File: src/rtl/pseudo_spi_recv_intf.sv
// Pseudo-SPI receiver: deserialises LSB-first bytes clocked by SCLK1 and
// writes each completed byte into an SRAM at consecutive addresses starting
// one above ADDR_BGN. SCLK1/SCLK2/SPI_SI are already synchronous to CLK.
//
// state   | meaning
// --------+------------------------------------------------------------
// RX_IDLE | waiting for BGN; address/bit/byte counters preloaded
// RX_SHFT | shifting in bits on each SCLK1 rise
// RX_WRIT | one-cycle SRAM write of the assembled byte
// RX_LOOP | advance byte/address counters, decide done or next byte
// RX_DONE | transfer complete, spi_is_done held until BGN drops
module pseudo_spi_recv_intf #(
  parameter int MEMORY_DATA_WIDTH = 8,
  parameter int MEMORY_ADDR_WIDTH = 9,
  parameter int RESERVED_DATA_LEN = 8
) (
  input  logic                         CLK,
  input  logic                         rst_n,
  input  logic                         BGN,
  input  logic [MEMORY_ADDR_WIDTH-1:0] ADDR_BGN,
  input  logic [RESERVED_DATA_LEN-1:0] DATA_LEN,
  input  logic                         SCLK1,
  input  logic                         SCLK2,
  input  logic                         SPI_SI,
  output logic                         CEN,
  output logic [MEMORY_ADDR_WIDTH-1:0] A,
  output logic [MEMORY_DATA_WIDTH-1:0] PO,
  output logic                         D_WE,
  output logic                         spi_is_done,
  output logic                         ERR
);

  // Bit counter must be able to hold MEMORY_DATA_WIDTH itself, since it
  // reaches that value on the last rise and is only cleared in RX_LOOP.
  localparam int BIT_CNT_W = $clog2(MEMORY_DATA_WIDTH + 1);
  localparam logic [BIT_CNT_W-1:0] LAST_BIT = BIT_CNT_W'(MEMORY_DATA_WIDTH - 1);

  typedef enum logic [2:0] {
    RX_IDLE = 3'd0,
    RX_SHFT = 3'd1,
    RX_WRIT = 3'd2,
    RX_LOOP = 3'd3,
    RX_DONE = 3'd4
  } rx_state_t;

  rx_state_t state;
  rx_state_t next_state;

  logic                         sclk1_q;
  logic                         sclk1_rise;
  logic [MEMORY_DATA_WIDTH-1:0] shreg;
  logic [MEMORY_DATA_WIDTH-1:0] shreg_next;
  logic [BIT_CNT_W-1:0]         bit_cnt;
  logic [RESERVED_DATA_LEN-1:0] byte_cnt;
  logic [RESERVED_DATA_LEN-1:0] byte_cnt_inc;
  logic [MEMORY_ADDR_WIDTH-1:0] addr_cnt;
  logic [MEMORY_ADDR_WIDTH-1:0] a_q;
  logic [MEMORY_DATA_WIDTH-1:0] po_q;
  logic                         err_q;
  logic                         shft_rise;
  logic                         byte_done;
  logic                         last_byte;

  assign sclk1_rise   = SCLK1 & ~sclk1_q;
  assign shft_rise    = (state == RX_SHFT) && sclk1_rise;
  assign byte_done    = shft_rise && (bit_cnt == LAST_BIT);
  assign shreg_next   = {SPI_SI, shreg[MEMORY_DATA_WIDTH-1:1]};
  assign byte_cnt_inc = byte_cnt + RESERVED_DATA_LEN'(1);
  assign last_byte    = (byte_cnt_inc == DATA_LEN);

  // Previous SCLK1 sample for registered rise detection.
  always_ff @(posedge CLK or negedge rst_n) begin
    if (!rst_n) begin
      sclk1_q <= 1'b0;
    end else begin
      sclk1_q <= SCLK1;
    end
  end

  // FSM state register.
  always_ff @(posedge CLK or negedge rst_n) begin
    if (!rst_n) begin
      state <= RX_IDLE;
    end else begin
      state <= next_state;
    end
  end

  // Next-state logic; dropping BGN anywhere outside idle aborts to idle.
  always_comb begin
    next_state = state;
    case (state)
      RX_IDLE: begin
        if (BGN) begin
          if (DATA_LEN == '0) begin
            next_state = RX_DONE;
          end else begin
            next_state = RX_SHFT;
          end
        end
      end
      RX_SHFT: begin
        if (!BGN) begin
          next_state = RX_IDLE;
        end else if (byte_done) begin
          next_state = RX_WRIT;
        end
      end
      RX_WRIT: begin
        if (!BGN) begin
          next_state = RX_IDLE;
        end else begin
          next_state = RX_LOOP;
        end
      end
      RX_LOOP: begin
        if (!BGN) begin
          next_state = RX_IDLE;
        end else if (last_byte) begin
          next_state = RX_DONE;
        end else begin
          next_state = RX_SHFT;
        end
      end
      RX_DONE: begin
        if (!BGN) begin
          next_state = RX_IDLE;
        end
      end
      default: next_state = RX_IDLE;
    endcase
  end

  // Counters, shift register and the registered SRAM address/data.
  // PO and A are captured on the last rise so they are stable for the
  // whole write cycle and hold afterwards.
  always_ff @(posedge CLK or negedge rst_n) begin
    if (!rst_n) begin
      shreg    <= '0;
      bit_cnt  <= '0;
      byte_cnt <= '0;
      addr_cnt <= '0;
      a_q      <= '0;
      po_q     <= '0;
    end else begin
      case (state)
        RX_IDLE: begin
          addr_cnt <= ADDR_BGN + MEMORY_ADDR_WIDTH'(1);
          bit_cnt  <= '0;
          byte_cnt <= '0;
          shreg    <= '0;
        end
        RX_SHFT: begin
          if (BGN && shft_rise) begin
            shreg   <= shreg_next;
            bit_cnt <= bit_cnt + BIT_CNT_W'(1);
            if (byte_done) begin
              po_q <= shreg_next;
              a_q  <= addr_cnt;
            end
          end
        end
        RX_LOOP: begin
          byte_cnt <= byte_cnt_inc;
          addr_cnt <= addr_cnt + MEMORY_ADDR_WIDTH'(1);
          bit_cnt  <= '0;
        end
        default: begin
        end
      endcase
    end
  end

  // Sticky overlap fault; only a quiescent idle (BGN low) clears it.
  always_ff @(posedge CLK or negedge rst_n) begin
    if (!rst_n) begin
      err_q <= 1'b0;
    end else if (SCLK1 && SCLK2) begin
      err_q <= 1'b1;
    end else if ((state == RX_IDLE) && !BGN) begin
      err_q <= 1'b0;
    end
  end

  assign CEN         = (state != RX_WRIT);
  assign D_WE        = (state == RX_WRIT);
  assign A           = a_q;
  assign PO          = po_q;
  assign spi_is_done = (state == RX_DONE);
  assign ERR         = err_q;

endmodule

File: config.mk
export PLATFORM = sky130hd
export DESIGN_NAME = pseudo_spi_recv_intf
export DESIGN_NICKNAME = d
export VERILOG_FILES = /design/src/rtl/pseudo_spi_recv_intf.sv
export SDC_FILE = /design/constraint.sdc
export NUM_CORES = 1
export LEC_CHECK = 0
export BUFFER_PORTS_ARGS = -buffer_cell sky130_fd_sc_hd__buf_2
export CAP_MARGIN = 0
export CORE_MARGIN = 3
export CORE_UTILIZATION = 61
export CTS_BUF_LIST = sky130_fd_sc_hd__clkbuf_16
export DETAILED_ROUTE_END_ITERATION = 8
export GPL_TIMING_DRIVEN = 0
export PLACE_DENSITY_LB_ADDON = 0.3
export SKIP_CTS_REPAIR_TIMING = 1
export SYNTH_ARGS = -nofsm -noshare
export SYNTH_HDL_FRONTEND = slang
export SYNTH_SLANG_ARGS = --single-unit
File: constraint.sdc
create_clock -name CLK -period 3.7 [get_ports CLK]
set_input_delay 0.185 -clock CLK [delete_from_list [all_inputs] [get_ports CLK]]
set_output_delay 0.185 -clock CLK [all_outputs]
set_load 0.005 [all_outputs]
Word level (Yosys, flattened, before mapping)

Cells that the tools add are included.

Bits in registers: 51
Latch bits: 0
Memory bits (writable): 0
Memory bits (read-only): 0
Input bits: 23
Output and inout bits: 21
Word-level logic and storage cells: 60
Memories: 0

$add $sub $neg: 4
$mul: 0
Divide/modulo/power cells: 0
Order comparisons: 0
Equality and inequality tests: 11
Shift operators: 0
Mux-type cells: 17
Bitwise operators: 2
Reduce and logical (&&, ||, !) cells: 17

Operators with widths:

| cell                                                                     | number |
|---|---|
| 8-bit one-hot mux with 2 select lines                                    | 2 |
| 3-bit 2-to-1 mux                                                         | 7 |
| 9-bit by 1-bit adder with 9-bit output (second input constant)           | 2 |
| 9-bit one-hot mux with 2 select lines                                    | 1 |
| 3-bit one-hot mux with 5 select lines                                    | 1 |
| 8-bit by 1-bit adder with 8-bit output (second input constant)           | 1 |
| 8-bit == test                                                            | 1 |
| 8-bit zero test                                                          | 1 |
| 8-bit 2-to-1 mux                                                         | 1 |
| 4-bit one-hot mux with 2 select lines                                    | 1 |
| 2-bit nonzero test                                                       | 4 |
| 3-bit by 2-bit == test with 1-bit output (second input constant)         | 2 |
| 3-bit AND reduction                                                      | 2 |
| 1-bit logical AND                                                        | 5 |
| 4-bit by 1-bit adder with 4-bit output (second input constant)           | 1 |
| 4-bit by 3-bit == test with 1-bit output (second input constant)         | 1 |
| 4-bit 2-to-1 mux                                                         | 1 |
| 2-bit inequality test (second input constant)                            | 2 |
| 2-bit AND reduction                                                      | 2 |
| 3-bit by 1-bit == test with 1-bit output (second input constant)         | 1 |
| 3-bit == test (second input constant)                                    | 1 |
| 3-bit zero test                                                          | 1 |
| 3-bit by 2-bit inequality test with 1-bit output (second input constant) | 1 |
| 3-bit inequality test (second input constant)                            | 1 |
| other kinds (7)                                                          | 8 |

Logic depth before layout (Yosys ltp)

Depth in word-level cells: 7
Gate-level depth with buffers: 12
Depth with buffers taken out: 9

Worst setup path after synthesis

Ideal clock, no wire load.

Path type: flip-flop to flip-flop
Start: register state[1]
End: register addr_cnt[6]
Setup time: 140 ps
Arrival: 2317 ps
Required time: 3560 ps
Path slack: 1242 ps
Cell stages (with the launch flop): 13
Buffers on the path: 3
Clock period less this slack: 2458 ps
Cells stage by stage: dfrtp_1 > buf_2 > nand3b_1 > clkbuf_1 > clkbuf_1 > nand2_1 > nand2_1 > ha_1 > nand2_1 > nor3_1 > a41oi_1 > a2111oi_0 > a211oi_1

Longest elaborated chain between the ends: 2
Elaborated cells between the ends (all ways): 4
Classes of those cells: 1 x eq/ne; 1 x mux; 2 x reduce/logical

RTL lines:

| element                                                                            | line | RTL |
|---|---|---|
| start: declaration                                                                 | 46   | `rx_state_t state;` |
| start signal: assignment                                                           | 85   | `state <= next_state;` |
| 3-bit by 2-bit == test with 1-bit output / 3-bit zero test (equally long branches) | 146  | `case (state)` |
| 9-bit one-hot mux with 2 select lines / 2-bit nonzero test (equally long branches) | -    |  |
| end signal: assignment                                                             | 148  | `addr_cnt <= ADDR_BGN + MEMORY_ADDR_WIDTH'(1);` |
| end signal: assignment                                                             | 165  | `addr_cnt <= addr_cnt + MEMORY_ADDR_WIDTH'(1);` |
| end: declaration                                                                   | 56   | `logic [MEMORY_ADDR_WIDTH-1:0] addr_cnt;` |

Parallel ways exist; a longest one is shown, timed or not.
A chain may end at the register's enable or synchronous reset.

Final worst setup path

Ends and elaborated chain as after synthesis.

==> impl_metrics.ini <==
[flow_run]
drv_cap = 0

[layout]
diodes = 0
utilization_pct = 76.7
drive_gt1_share_pct = 21.9
final_common_cell = nand2_1
mostFrequentLayoutCells = nand2_1 (51), dfrtp_1 (50), buf_2 (50)
final_nets = 377
areaGrowthSynthToFinish_pct = 16.0

[drt]
dr_total_vias = 2446
wl_per_cell_um = 15.4
drc = 0
ant_nets = 0
routed_wl_um = 6180
drt_iter0_markers = 182
viasPerCell = 6.10
dr.pass1.iters = 4

[synthesis]
synth_cell_types = 52
async_reset_ff_share_pct = 100
synth_edf_count = 0
postSynthCellCount = 301
ys_warn_count = 0
syn-num-nets = 327
synth_seq_cells = 50
synth_area_sq_mm = 0.00276
synth_top_flop_cell = dfrtp_1
syn_area_per_cell_sq_um = 9.17
yosysSeqAreaShare_pct = 45.4

[setup_path]
r2r-start = state[1]$_DFFE_PN0P_
cp_slowest_cell = a2111oi_0
r2r_end = addr_cnt[6]$_DFFE_PN0N_
critPathLaunchType = flop
crit_fanout = 10
arrival_ps = 3200
cp.required_ps = 3850
cp-end-kind = flop
ff2ff_path_depth = 12
cp_cell_sequence = buf_2 > nand3b_1 > clkbuf_1 > clkbuf_1 > nand2_1 > nand2_1 > ha_1 > nand2_1 > nor3_1 > a41oi_1 > a2111oi_0 > a211oi_1
r2r_slack_ps = 640
crit_type = flop to flop
worst_path_largest_cell_delay_ps = 490
crit_path_frequent_cell = nand2_1

[sta]
slew_headroom_pct = 28.0
slew_violations = 0
tightest_slew_ps = 1080
setup_viol = 0
hold_violations = 0
fmax_mhz = 327
finalCriticalPeriod_ps = 3060
setup_tns_ps = 0
skew_ps = 2.66
postLayoutSetupSlackWorst_ps = 644
timing.final.crit_share_pct = 82.6
rsz0062_at_grt = no

[status]
outcome = completed

[hold_path]
holdPathStages = 1
hold_start = SCLK1
hold_end = sclk1_q$_DFF_PN0_
hold_path_class = input port to flop

[placement]
place_ws_ps = 685
hpwl_um = 4520
portBuffers = 43
gp_congestion = 0.904

[die]
rows = 23
dieArea_sq_mm = 0.00537
io_pins = 44
die_h_um = 73.3
die_x_um = 73.3
coreArea_sq_mm = 0.00417
start_util_pct = 66.1

[clock_network]
cts_root_buffer = clkbuf_16
htree_levels = 2
clkTransAtPathRegs_ps = 60
clk_latency_ps = 280
cts_inserted_buffers = 5
clock_sinks = 50
cts_buffer_depth = 2
cts_tree = done

[pwr]
p_leak_nw = 1.57
p_per_area_mw_per_mm2 = 373
vdd_drop_max_v = 0.000349

[global_routing]
grt_usage_pct = 25.0
grt_pass1_vias = 2327
antenna_found_initial = 0
grt_overflow = 0
grt_pass1_wl_um = 10600
grt_max_degree = 51
## Yosys cell counts, types with 4 or more instances
cell      number  area (sq um)
a21oi_1        9          45.0
and3_1         4          25.0
buf_2          7          35.0
clkbuf_1      11          41.3
dfrtp_1       50          1250
inv_1          7          26.3
mux2_2        15           169
nand2_1       51           191
nand3_1       10          50.1
nand4_1        6          37.5
nor2_1        24          90.1
nor2b_1        4          25.0
nor3_1         7          35.0
o21ai_0       21           105
xnor2_1        5          43.8
xor2_1         7          61.3
## cells by family (layout without fill, tap and decap cells)
logic type / Yosys count / in the layout / synth area share (%)
DFF: 50 / 50 / 45.4
adders and majority gates: 4 / 4 / 1.72
xor gates and xnor gates: 12 / 12 / 3.81
muxes: 18 / 18 / 7.21
buffers and inverters: 25 / 75 / 3.72
AOI/OAI and AO/OA: 66 / 66 / 16.4
and+or+nand+nor: 126 / 126 / 21.8
## registers in the layout (all words and copies together), names as in the netlist
name      flops
A             9
addr_cnt      9
PO            8
byte_cnt      8
shreg         7
bit_cnt       4
state         3
ERR           1
sclk1_q       1
## layer usage
metal  vias up  share of wire (%)  global-route usage (%)
li1       1176                  -                       -
met1      1183                 45                    33.5
met2        74                 47                    40.4
met3        13                5.7                    4.38
met4         0                1.9                    9.84
met5         -                  0                       0
## worst max-delay path by stage
stage,start,end,cells past startpoint
3_3_place_gp,state[0]$_DFFE_PN0P_,addr_cnt[6]$_DFFE_PN0N_,12
6_report,state[1]$_DFFE_PN0P_,addr_cnt[6]$_DFFE_PN0N_,12
5_1_grt,state[1]$_DFFE_PN0P_,addr_cnt[6]$_DFFE_PN0N_,12
2_1_floorplan,state[1]$_DFFE_PN0P_,addr_cnt[6]$_DFFE_PN0N_,12
3_5_place_dp,state[1]$_DFFE_PN0P_,addr_cnt[6]$_DFFE_PN0N_,12
4_1_cts,state[1]$_DFFE_PN0P_,addr_cnt[6]$_DFFE_PN0N_,12
## through the flow
| stage | area, sq um | power, mW | hold slack [ps] | instances |
|---|---|---|---|---|
| 6_report | 3200 | 1.19 | 38.1 | 401 |
| 5_1_grt | 3200 | 1.24 | 37.9 | 401 |
| 4_1_cts | 3200 | 1.20 | 37.5 | 401 |
| 3_5_place_dp | 3040 | 0.696 | 330 | 394 |
| 3_3_place_gp | 3040 | 0.691 | 318 | 394 |
| 2_1_floorplan | 2760 | 0.646 | -111 | 301 |
## critical path, delay by kind of cell, from the launching register on
family          cells  cell delay, ps
fa+ha+maj           1             270
simple gates        5             610
buf+inv             3             990
flops               1             360
compound gates      3             680
## report_power, final
group	internal [mW]	leakage (nW)	switching [mW]
clock network	0.316	0.0799	0.189
logic	0.0398	0.826	0.0645
registers	0.564	0.667	0.0195
## area by class of cell
cell class | count | area (sq um)
Tap cell | 50 | 62.6
Clock buffer | 5 | 125
Inverter | 7 | 26.3
Clock inverter | 2 | 38.8
Buffer | 18 | 76.3
Timing Repair Buffer | 43 | 215
Sequential cell | 50 | 1250
Multi-Input combinational cell | 226 | 1410
Fill cell | 284 | 972
(Power assumes the default switching activity.)
